$ cat src/rtl/boid_frame_writer_if.sv
// Boid frame writer bus: BPU read-mux select/position and display RAM write port.
interface boid_frame_writer_if #(
  parameter int BITS_FOR_BOIDS = 2,
  parameter int ADDR_WIDTH     = 19
);
  logic [BITS_FOR_BOIDS-1:0] boid_sel;
  logic [9:0]                x_loc;
  logic [8:0]                y_loc;
  logic                      buf_swap;
  logic                      fb_we;
  logic [ADDR_WIDTH-1:0]     fb_addr;

  modport master (
    output boid_sel, buf_swap, fb_we, fb_addr,
    input  x_loc, y_loc
  );

  modport slave (
    input  boid_sel, buf_swap, fb_we, fb_addr,
    output x_loc, y_loc
  );
endinterface

$ cat src/rtl/boid_frame_writer.sv
// Per-frame sequencer: swap the display buffer, then draw a clipped
// SPRITE x SPRITE square for every boid into the display RAM.
module boid_frame_writer #(
  parameter int MAX_BOIDS      = 4,
  parameter int BITS_FOR_BOIDS = $clog2(MAX_BOIDS),
  parameter int VIDEO_WIDTH    = 640,
  parameter int VIDEO_HEIGHT   = 480,
  parameter int ADDR_WIDTH     = 19,
  parameter int SPRITE         = 3
) (
  input  logic                 clock,
  input  logic                 reset,
  input  logic                 screenEnd,
  boid_frame_writer_if.master  bus,
  output logic                 busy,
  output logic                 overrun,
  output logic [15:0]          frame_count
);

  localparam int H  = (SPRITE - 1) / 2;
  localparam int OW = $clog2(SPRITE + 1);

  localparam logic [2:0] ST_IDLE   = 3'd0;
  localparam logic [2:0] ST_SWAP   = 3'd1;
  localparam logic [2:0] ST_SELECT = 3'd2;
  localparam logic [2:0] ST_LATCH  = 3'd3;
  localparam logic [2:0] ST_DRAW   = 3'd4;

  localparam logic [OW-1:0]             OFF_LAST = OW'(SPRITE - 1);
  localparam logic [BITS_FOR_BOIDS-1:0] K_LAST   = BITS_FOR_BOIDS'(MAX_BOIDS - 1);

  logic [2:0]                state_q, state_d;
  logic [BITS_FOR_BOIDS-1:0] k_q, k_d;
  logic [BITS_FOR_BOIDS-1:0] boid_sel_q, boid_sel_d;
  logic [9:0]                bx_q, bx_d;
  logic [8:0]                by_q, by_d;
  logic [OW-1:0]             dx_q, dx_d, dy_q, dy_d;
  logic                      buf_swap_q, buf_swap_d;
  logic                      fb_we_q, fb_we_d;
  logic [ADDR_WIDTH-1:0]     fb_addr_q, fb_addr_d;
  logic                      busy_q, busy_d;
  logic                      overrun_q, overrun_d;
  logic [15:0]               frame_count_q, frame_count_d;

  // Pixel to be presented on the write port in the next cycle
  logic                      emit;
  logic [9:0]                src_x;
  logic [8:0]                src_y;
  logic [OW-1:0]             off_x, off_y;
  logic [11:0]               px, py;
  logic                      in_bounds;
  logic [ADDR_WIDTH-1:0]     pix_addr;

  // Sequencer: state walk, boid/offset counters and status flags
  always_comb begin
    state_d       = state_q;
    k_d           = k_q;
    boid_sel_d    = boid_sel_q;
    bx_d          = bx_q;
    by_d          = by_q;
    dx_d          = dx_q;
    dy_d          = dy_q;
    buf_swap_d    = 1'b0;
    busy_d        = busy_q;
    overrun_d     = overrun_q;
    frame_count_d = frame_count_q;
    emit          = 1'b0;
    src_x         = bx_q;
    src_y         = by_q;
    off_x         = dx_q;
    off_y         = dy_q;

    if (screenEnd && state_q != ST_IDLE) overrun_d = 1'b1;

    case (state_q)
      ST_IDLE: begin
        if (screenEnd) begin
          state_d    = ST_SWAP;
          buf_swap_d = 1'b1;
          busy_d     = 1'b1;
          k_d        = '0;
        end
      end
      ST_SWAP: begin
        state_d    = ST_SELECT;
        boid_sel_d = k_q;
      end
      ST_SELECT: state_d = ST_LATCH;
      ST_LATCH: begin
        // The first offset is issued straight from the mux so that its
        // write lands in the first DRAW cycle, in step with the latch.
        bx_d    = bus.x_loc;
        by_d    = bus.y_loc;
        dx_d    = '0;
        dy_d    = '0;
        state_d = ST_DRAW;
        emit    = 1'b1;
        src_x   = bus.x_loc;
        src_y   = bus.y_loc;
        off_x   = '0;
        off_y   = '0;
      end
      ST_DRAW: begin
        if (dx_q == OFF_LAST && dy_q == OFF_LAST) begin
          if (k_q != K_LAST) begin
            k_d        = k_q + 1'b1;
            boid_sel_d = k_q + 1'b1;
            state_d    = ST_SELECT;
          end else begin
            frame_count_d = frame_count_q + 16'd1;
            busy_d        = 1'b0;
            state_d       = ST_IDLE;
          end
        end else begin
          if (dx_q == OFF_LAST) begin
            dx_d = '0;
            dy_d = dy_q + 1'b1;
          end else begin
            dx_d = dx_q + 1'b1;
          end
          emit  = 1'b1;
          off_x = dx_d;
          off_y = dy_d;
        end
      end
      default: begin
        state_d = ST_IDLE;
        busy_d  = 1'b0;
      end
    endcase
  end

  // Pixel coordinate, clip test and linear address for the next write
  always_comb begin
    // Negative coordinates wrap to large unsigned values and fail the clip
    px        = {2'b00, src_x} + 12'(off_x) - 12'(H);
    py        = {3'b000, src_y} + 12'(off_y) - 12'(H);
    in_bounds = (px < 12'(VIDEO_WIDTH)) && (py < 12'(VIDEO_HEIGHT));
    pix_addr  = ADDR_WIDTH'(32'(py) * 32'(VIDEO_WIDTH) + 32'(px));
    fb_we_d   = emit && in_bounds;
    fb_addr_d = (emit && in_bounds) ? pix_addr : fb_addr_q;
  end

  // State and registered outputs
  always_ff @(posedge clock or posedge reset) begin
    if (reset) begin
      state_q       <= ST_IDLE;
      k_q           <= '0;
      boid_sel_q    <= '0;
      bx_q          <= '0;
      by_q          <= '0;
      dx_q          <= '0;
      dy_q          <= '0;
      buf_swap_q    <= 1'b0;
      fb_we_q       <= 1'b0;
      fb_addr_q     <= '0;
      busy_q        <= 1'b0;
      overrun_q     <= 1'b0;
      frame_count_q <= '0;
    end else begin
      state_q       <= state_d;
      k_q           <= k_d;
      boid_sel_q    <= boid_sel_d;
      bx_q          <= bx_d;
      by_q          <= by_d;
      dx_q          <= dx_d;
      dy_q          <= dy_d;
      buf_swap_q    <= buf_swap_d;
      fb_we_q       <= fb_we_d;
      fb_addr_q     <= fb_addr_d;
      busy_q        <= busy_d;
      overrun_q     <= overrun_d;
      frame_count_q <= frame_count_d;
    end
  end

  assign bus.boid_sel = boid_sel_q;
  assign bus.buf_swap = buf_swap_q;
  assign bus.fb_we    = fb_we_q;
  assign bus.fb_addr  = fb_addr_q;
  assign busy         = busy_q;
  assign overrun      = overrun_q;
  assign frame_count  = frame_count_q;

endmodule

$ cat src/flat_wrapper.sv
// flat-port wrapper written by rule: the top's interface ports become plain ports
module boid_frame_writer_flat 
#(
  parameter int MAX_BOIDS      = 4,
  parameter int BITS_FOR_BOIDS = $clog2(MAX_BOIDS),
  parameter int VIDEO_WIDTH    = 640,
  parameter int VIDEO_HEIGHT   = 480,
  parameter int ADDR_WIDTH     = 19,
  parameter int SPRITE         = 3
)
  (clock, reset, screenEnd, busy, overrun, frame_count, bus_boid_sel, bus_buf_swap, bus_fb_we, bus_fb_addr, bus_x_loc, bus_y_loc);
  boid_frame_writer_if #(.BITS_FOR_BOIDS(BITS_FOR_BOIDS), .ADDR_WIDTH(ADDR_WIDTH)) bus_i ();
  input  logic clock;
  input  logic reset;
  input  logic screenEnd;
  output logic busy;
  output logic overrun;
  output logic [15:0] frame_count;
  output wire logic [$bits(bus_i.boid_sel)-1:0] bus_boid_sel;
  output wire logic [$bits(bus_i.buf_swap)-1:0] bus_buf_swap;
  output wire logic [$bits(bus_i.fb_we)-1:0] bus_fb_we;
  output wire logic [$bits(bus_i.fb_addr)-1:0] bus_fb_addr;
  input wire logic [$bits(bus_i.x_loc)-1:0] bus_x_loc;
  input wire logic [$bits(bus_i.y_loc)-1:0] bus_y_loc;
  assign bus_boid_sel = bus_i.boid_sel;
  assign bus_buf_swap = bus_i.buf_swap;
  assign bus_fb_we = bus_i.fb_we;
  assign bus_fb_addr = bus_i.fb_addr;
  assign bus_i.x_loc = bus_x_loc;
  assign bus_i.y_loc = bus_y_loc;
  boid_frame_writer #(.MAX_BOIDS(MAX_BOIDS), .BITS_FOR_BOIDS(BITS_FOR_BOIDS), .VIDEO_WIDTH(VIDEO_WIDTH), .VIDEO_HEIGHT(VIDEO_HEIGHT), .ADDR_WIDTH(ADDR_WIDTH), .SPRITE(SPRITE)) u_core (.clock(clock), .reset(reset), .screenEnd(screenEnd), .bus(bus_i), .busy(busy), .overrun(overrun), .frame_count(frame_count));
endmodule
$ cat config.mk
export PLATFORM = sky130hd
export DESIGN_NAME = boid_frame_writer_flat
export DESIGN_NICKNAME = d
export VERILOG_FILES = /design/src/rtl/boid_frame_writer_if.sv /design/src/rtl/boid_frame_writer.sv /design/src/flat_wrapper.sv
export SDC_FILE = /design/constraint.sdc
export NUM_CORES = 1
export LEC_CHECK = 0
export ABC_CLOCK_PERIOD_IN_PS = 6430
export CAP_MARGIN = 20
export CORE_MARGIN = 3
export CORE_UTILIZATION = 57
export DETAILED_ROUTE_END_ITERATION = 8
export PLACE_DENSITY = 0.82
export SLEW_MARGIN = 20
export SYNTH_ARGS = -nofsm -noshare
export SYNTH_HDL_FRONTEND = slang
export SYNTH_SLANG_ARGS = --single-unit
$ cat constraint.sdc
create_clock -name clock -period 6.43 [get_ports clock]
set_input_delay 1.286 -clock clock [delete_from_list [all_inputs] [get_ports clock]]
set_output_delay 1.286 -clock clock [all_outputs]
set_load 0.01 [all_outputs]
==> After elaboration in Yosys (flattened, before gate mapping) <==
Index checks and enable logic that the tools add are counted.
{ "totals": {"romBits": 0, "mem_bits_rw": 0, "output_inout_bits": 41, "elab_cells": 77, "mem_count": 0, "input_bits": 22, "latch_bits": 0, "register_bits": 69} }
{ "classes": {"div_mod_pow": 0, "shift": 0, "n_reduce_logical": 14, "order_cmp": 2, "multipliers": 1, "bitwise_logic": 2, "muxes": 25, "n_eq_ne": 11, "n_addsub": 9} }
{ "op_table": {"columns": ["operator", "count"], "rows": [
  ["$sub A12 B1 Y12 const B", 2],
  ["$add A19 B12 Y19", 1],
  ["$add A16 B1 Y16 const B", 1],
  ["$mux W2", 8],
  ["$pmux W2 S2", 4],
  ["$pmux W3 S5", 1],
  ["$lt A12 B10 Y1 const B", 1],
  ["$lt A12 B9 Y1 const B", 1],
  ["$mul A12 B3 Y12 const B", 1],
  ["$add A10 B2 Y11", 1],
  ["$add A9 B2 Y10", 1],
  ["$mux W10", 1],
  ["$mux W9", 1],
  ["$reduce_and A4 Y1", 2],
  ["$add A2 B1 Y2 const B", 3],
  ["$eq A3 B2 Y1 const B", 2],
  ["$mux W1", 6],
  ["$mux W3", 2],
  ["$ne A2 B2 Y1 const B", 3],
  ["$reduce_and A3 Y1", 2],
  ["$eq A2 B2 Y1 const B", 2],
  ["$logic_and A1 B1 Y1", 4],
  ["$ne A2 B1 Y1 const B", 2],
  ["$reduce_bool A2 Y1", 2],
  ["other kinds (9)", 10]
]} }

==> Depth between registers and ports, before layout <==
{ "logic_depth": {"depth_word": 9, "depth_mapped": 27, "ltp_nobuf": 25} }

==> Worst setup path after synthesis <==
Ideal clock, no wire load.
{ "synth_path": {"path_type": "register to register", "startpoint": "reg u_core.state_q[1]", "endpoint": "reg u_core.fb_addr_q[18], in the netlist u_core.bus.fb_addr[18]", "setup_slack_ns": 0.575, "t_arrival_ns": 5.730, "path_stages_with_launch": 27, "setup_ns": 0.125, "t_required_ns": 6.305, "n_path_buf": 2, "period_less_slack_ns": 5.855, "cell_sequence": "dfrtp_1 > clkbuf_1 > nor2_1 > nand2_1 > inv_1 > nand4b_1 > o21ai_0 > ha_1 > inv_1 > fa_1 > clkbuf_1 > nand3b_1 > mux2i_1 > xnor2_1 > or2_2 > nor2_1 > xor2_1 > ha_1 > ha_1 > o21ai_0 > nor2_1 > nor2_1 > nor3b_1 > nand3_1 > nor3_1 > xnor3_1 > mux2_4"} }
{ "synth_via": {"elab_chain_cells": 7, "word_cells_on_any_way": 17, "classes_between": "add/sub (5); mul (1); order compare (2); eq/ne (2); mux (5); reduce/logical (2)"} }
{ "synth_rtl": {"columns": ["element", "line_no", "source"], "rows": [
  ["start: declaration", "boid_frame_writer.sv:32", "logic [2:0] state_q, state_d;"],
  ["start signal: assignment", "boid_frame_writer.sv:161", "state_q <= state_d;"],
  ["$eq A3 B3 Y1 or $eq A3 B2 Y1 (tied branches)", null, null],
  ["$pmux W2 S2 *", "boid_frame_writer.sv:75", "case (state_q)"],
  ["via u_core.dy_d[0]", "boid_frame_writer.sv:37", "logic [OW-1:0] dx_q, dx_d, dy_q, dy_d;"],
  ["$add A9 B2 Y10 *", "boid_frame_writer.sv:137", "py = {3'b000, src_y} + 12'(off_y) - 12'(H);"],
  ["$sub A12 B1 Y12 *", "boid_frame_writer.sv:137", null],
  ["branches (longest 3 deep; another with $add A19 B12 Y19)", null, null],
  ["end signal: assignment", "boid_frame_writer.sv:170", "fb_addr_q <= fb_addr_d;"],
  ["end: declaration", "boid_frame_writer.sv:40", "logic [ADDR_WIDTH-1:0] fb_addr_q, fb_addr_d;"]
]} }
Mark *: on every way through the listed nets, which the timed path passes.
A chain may end at the register's enable or synchronous reset.

==> Final worst setup path <==
{ "layout_path": {"startpoint": "in bus_y_loc[0]", "endpoint": "reg u_core.fb_addr_q[18], in the netlist u_core.bus.fb_addr[18]"} }
{ "layout_via": {"elab_chain_cells": 6, "word_cells_on_any_way": 8, "classes_between": "add/sub (3); mul (1); order compare (1); mux (1); reduce/logical (2)"} }
{ "layout_rtl": {"columns": ["element", "line_no", "source"], "rows": [
  ["start: declaration", "flat_wrapper.sv:24", "input wire logic [$bits(bus_i.y_loc)-1:0] bus_y_loc;"],
  ["$mux W9 *", "boid_frame_writer.sv:75", null],
  ["$add A9 B2 Y10 *", "boid_frame_writer.sv:137", null],
  ["$sub A12 B1 Y12 *", "boid_frame_writer.sv:137", null],
  ["branches (longest 3 deep; another with $add A19 B12 Y19)", null, null]
]} }
Every way passes the cells marked *.

==> results.yml <==
final_layout:
  drive_gt1_share_pct: 12.72
  area_growth_syn_to_layout_pct: 19.31
  regArea_mm2: 0.001727
  multi_input_area_mm2: 0.003163
  fin_nets: 665
  fillerInstances: 621
  antenna_cells: 0
placement:
  gp_congestion: 0.9241
  portBuffers: 62
  hpwl_mm: 8.658
min_path:
  hp-class: "reg -> reg"
  min_to: "u_core.overrun$_DFFE_PP0P_"
  hold_start: "u_core.overrun$_DFFE_PP0P_"
  hold_depth: 1
sta:
  final.setup_skew_ns: 0.01339
  hold_viol_final: 0
  slew_headroom_pct: 39.85
  finalSetupViolCount: 0
  rsz0062_at_grt: "false"
  drv_slew: 0
  worstMarginPinSlew_ns: 0.9022
  fin_crit_ns: 5.975
  setup_tns_ns: 0
  fin_crit_sh_pct: 92.93
  clock.fmax_mhz: 167.4
critical_path:
  critical_path.slowest_cell: "clkdlybuf4s50_1"
  r2r_start: "u_core.state_q[1]$_DFFE_PP0P_"
  crit_chain: "clkdlybuf4s50_1, nand2_1, nand2_1, ha_1, inv_1, fa_1, buf_4, o21a_1, nor3_1, o22ai_1, or3_1, xnor2_1, ha_1, ha_1, o21a_1, o31ai_2, o31a_1, nand3_1, nor3_1, xnor3_1, mux2_4"
  crit_path_max_fanout: 9
  ff2ff_setup_slack_ns: 0.65
  r2r-end: "u_core.bus.fb_addr[18]$_DFFE_PP0P_"
  crit_type: "in -> reg"
  crit_top_cell: "ha_1"
  start_kind: "input port"
  slowest_delay_ns: 0.47
  end_kind: "flip-flop"
  reg2reg_depth: 23
  arrival_ns: 6.22
  required_ns: 6.67
clocking:
  postCtsSetupRepairBufs: 0
  cts_root_buffer: "clkbuf_8"
  tritoncts: "done"
  htreeDepth: 3
  clkSinkCount: 69
  cts_buffers: 9
  hold_buffers: 0
  clkLatencyLatePin_ns: 0.36
  cts_resized: 0
  clkTransAtPathRegs_ns: 0.09
  clock_path_buffers: 2
status:
  status: "finished clean"
synth:
  muxShareOfSynthArea_pct: 10.28
  synth-compound-area-share_pct: 13.75
  synth_fa_ha_area_share_pct: 9.153
  synth-xor-area-share_pct: 9.863
  ys_types: 72
  synthTopCellsByArea: "dfrtp_1 34%, ha_1 7.6%, xnor2_1 7.4%"
  synth_edf_count: 0
  synthArstFlopShare_pct: 100.0
  netlist_instances: 531
  synth_nets: 588
  synth_largest_area_cell: "dfrtp_1"
  ys_seq_elements: 69
  synth_flop_cell: "dfrtp_1"
  synth_top_family_by_area: "simple AND/OR/NAND/NOR gates"
  synth_top_area_share_pct: 33.77
  yosys_warnings: 0
  syn_area_mm2: 0.005112
  syn_area_per_cell_um2: 9.628
  synth_common_cells: "69 x dfrtp_1, 51 x nand2_1, 43 x xnor2_1"
  synth_simple_gate_area_share_pct: 18.58
  ys_seq_area_share_pct: 33.77
  yosysMostFrequentCell: "dfrtp_1"
floorplanning:
  die_h_um: 100.7
  die_w_um: 100.7
  io_pins: 63
  core_area_mm2: 0.008464
  rows: 33
  initial_utilization_pct: 60.40
  die-area_mm2: 0.01014
global_routing:
  grt_pass1_wl_mm: 19.57
  antenna_found_initial: 0
  first_global_vias: 4199
  grt_use_total_pct: 23.81
  grt_max_degree: 70
  grt-ovfl-total: 0
drt:
  ant_nets: 0
  first_iter_violations: 160
  via_per_inst: 5.889
  firstDrtPassIters: 4
  drt_wl_total_mm: 11.50
  vias: 4228
  drc: 0
  routedWlPerCell_um: 16.02
job:
  maxCapViolCount: 0
-- through the flow --
stage / utilization [%] / setup WS, ns / cells / hold slack, ns / cell area, um^2
finish: 72.06 / 0.4547 / 718 / 0.4805 / 6100
global route: 72.06 / 0.05984 / 718 / 0.5069 / 6100
CTS: 71.91 / 0.4395 / 718 / 0.4854 / 6087
detailed placement: 69.77 / 0.06860 / 702 / 0.4670 / 5906
global placement: 69.77 / 0.2558 / 702 / 0.4383 / 5906
floorplan: - / 0.5748 / 531 / 0.4442 / 5112
-- layout by cell type, fill, tap and decap left out, types with 3 or more instances in the layout --
master           count
dfrtp_1             69
clkdlybuf4s50_1     62
nand2_1             51
xnor2_1             43
inv_1               33
nor2_1              31
ha_1                31
o21ai_0             22
nor3_1              21
a21oi_1             20
buf_4               19
nand3_1             18
mux2_4              15
mux2i_1             14
and3_1              12
xor2_1              12
a21o_1               9
o21a_1               9
clkbuf_8             9
or3_1                7
and2_1               7
mux2_2               5
nand4_1              5
o21bai_1             4
a211oi_1             4
o31ai_1              4
fa_1                 4
and4b_1              3
nand3b_1             3
-- state kept, by name (all words and copies together), names as in the netlist --
signal               count
u_core.busy              1
u_core.frame_count      16
u_core.bus.fb_we         1
u_core.bx_q             10
u_core.bus.fb_addr      19
u_core.state_q           3
u_core.by_q              9
u_core.bus.boid_sel      2
u_core.dx_q              2
u_core.overrun           1
u_core.dy_q              2
u_core.bus.buf_swap      1
u_core.k_q               2
-- cell type report --
cell class | instances | area share [%]
clock buffers | 9 | 2.031
clock inverters | 7 | 0.9436
inverters | 35 | 2.195
multi-input cells | 412 | 51.86
flip-flops and latches | 69 | 28.31
well taps | 105 | 2.154
repair buffers | 81 | 12.51
-- critical path: cells and delay by family --
kind / cells / cell delay, ns
multiplexers: 1 / 0.28
AND/OR/NAND/NOR: 6 / 1.09
buffers and inverters: 3 / 0.74
adder cells (fa/ha/maj): 4 / 1.28
AO/OA/AOI/OAI: 5 / 0.86
XOR/XNOR: 2 / 0.67
-- per-layer routing --
layer	global-route usage (%)	up-vias	share of wire [%]
li1	-	2048	-
met1	32.67	2009	45
met2	38.78	146	47
met5	0	-	0
met4	6.632	0	1.9
met3	4.152	25	5.7
-- how the worst max path moves through the flow --
stage	slack, ns	start	depth (start not counted)	to
global placement	0.26	bus_y_loc[0]	21	u_core.bus.fb_addr[18]$_DFFE_PP0P_
global route	0.06	bus_y_loc[0]	22	u_core.bus.fb_addr[18]$_DFFE_PP0P_
finish	0.45	bus_y_loc[0]	21	u_core.bus.fb_addr[18]$_DFFE_PP0P_
floorplan	0.57	u_core.state_q[1]$_DFFE_PP0P_	26	u_core.bus.fb_addr[18]$_DFFE_PP0P_
CTS	0.44	bus_y_loc[0]	22	u_core.bus.fb_addr[18]$_DFFE_PP0P_
detailed placement	0.07	bus_y_loc[0]	22	u_core.bus.fb_addr[18]$_DFFE_PP0P_
-- cells by family after synthesis --
family,Yosys count
AOI/OAI and AO/OA,101
muxes,39
xor gates and xnor gates,56
and+or+nand+nor,181
adders and majority gates,35
buffers and inverters,50
DFF,69
Power is left out: the tool's default activity adds up to more than one toggle a clock period on the data nets, which glitch-free logic cannot reach.
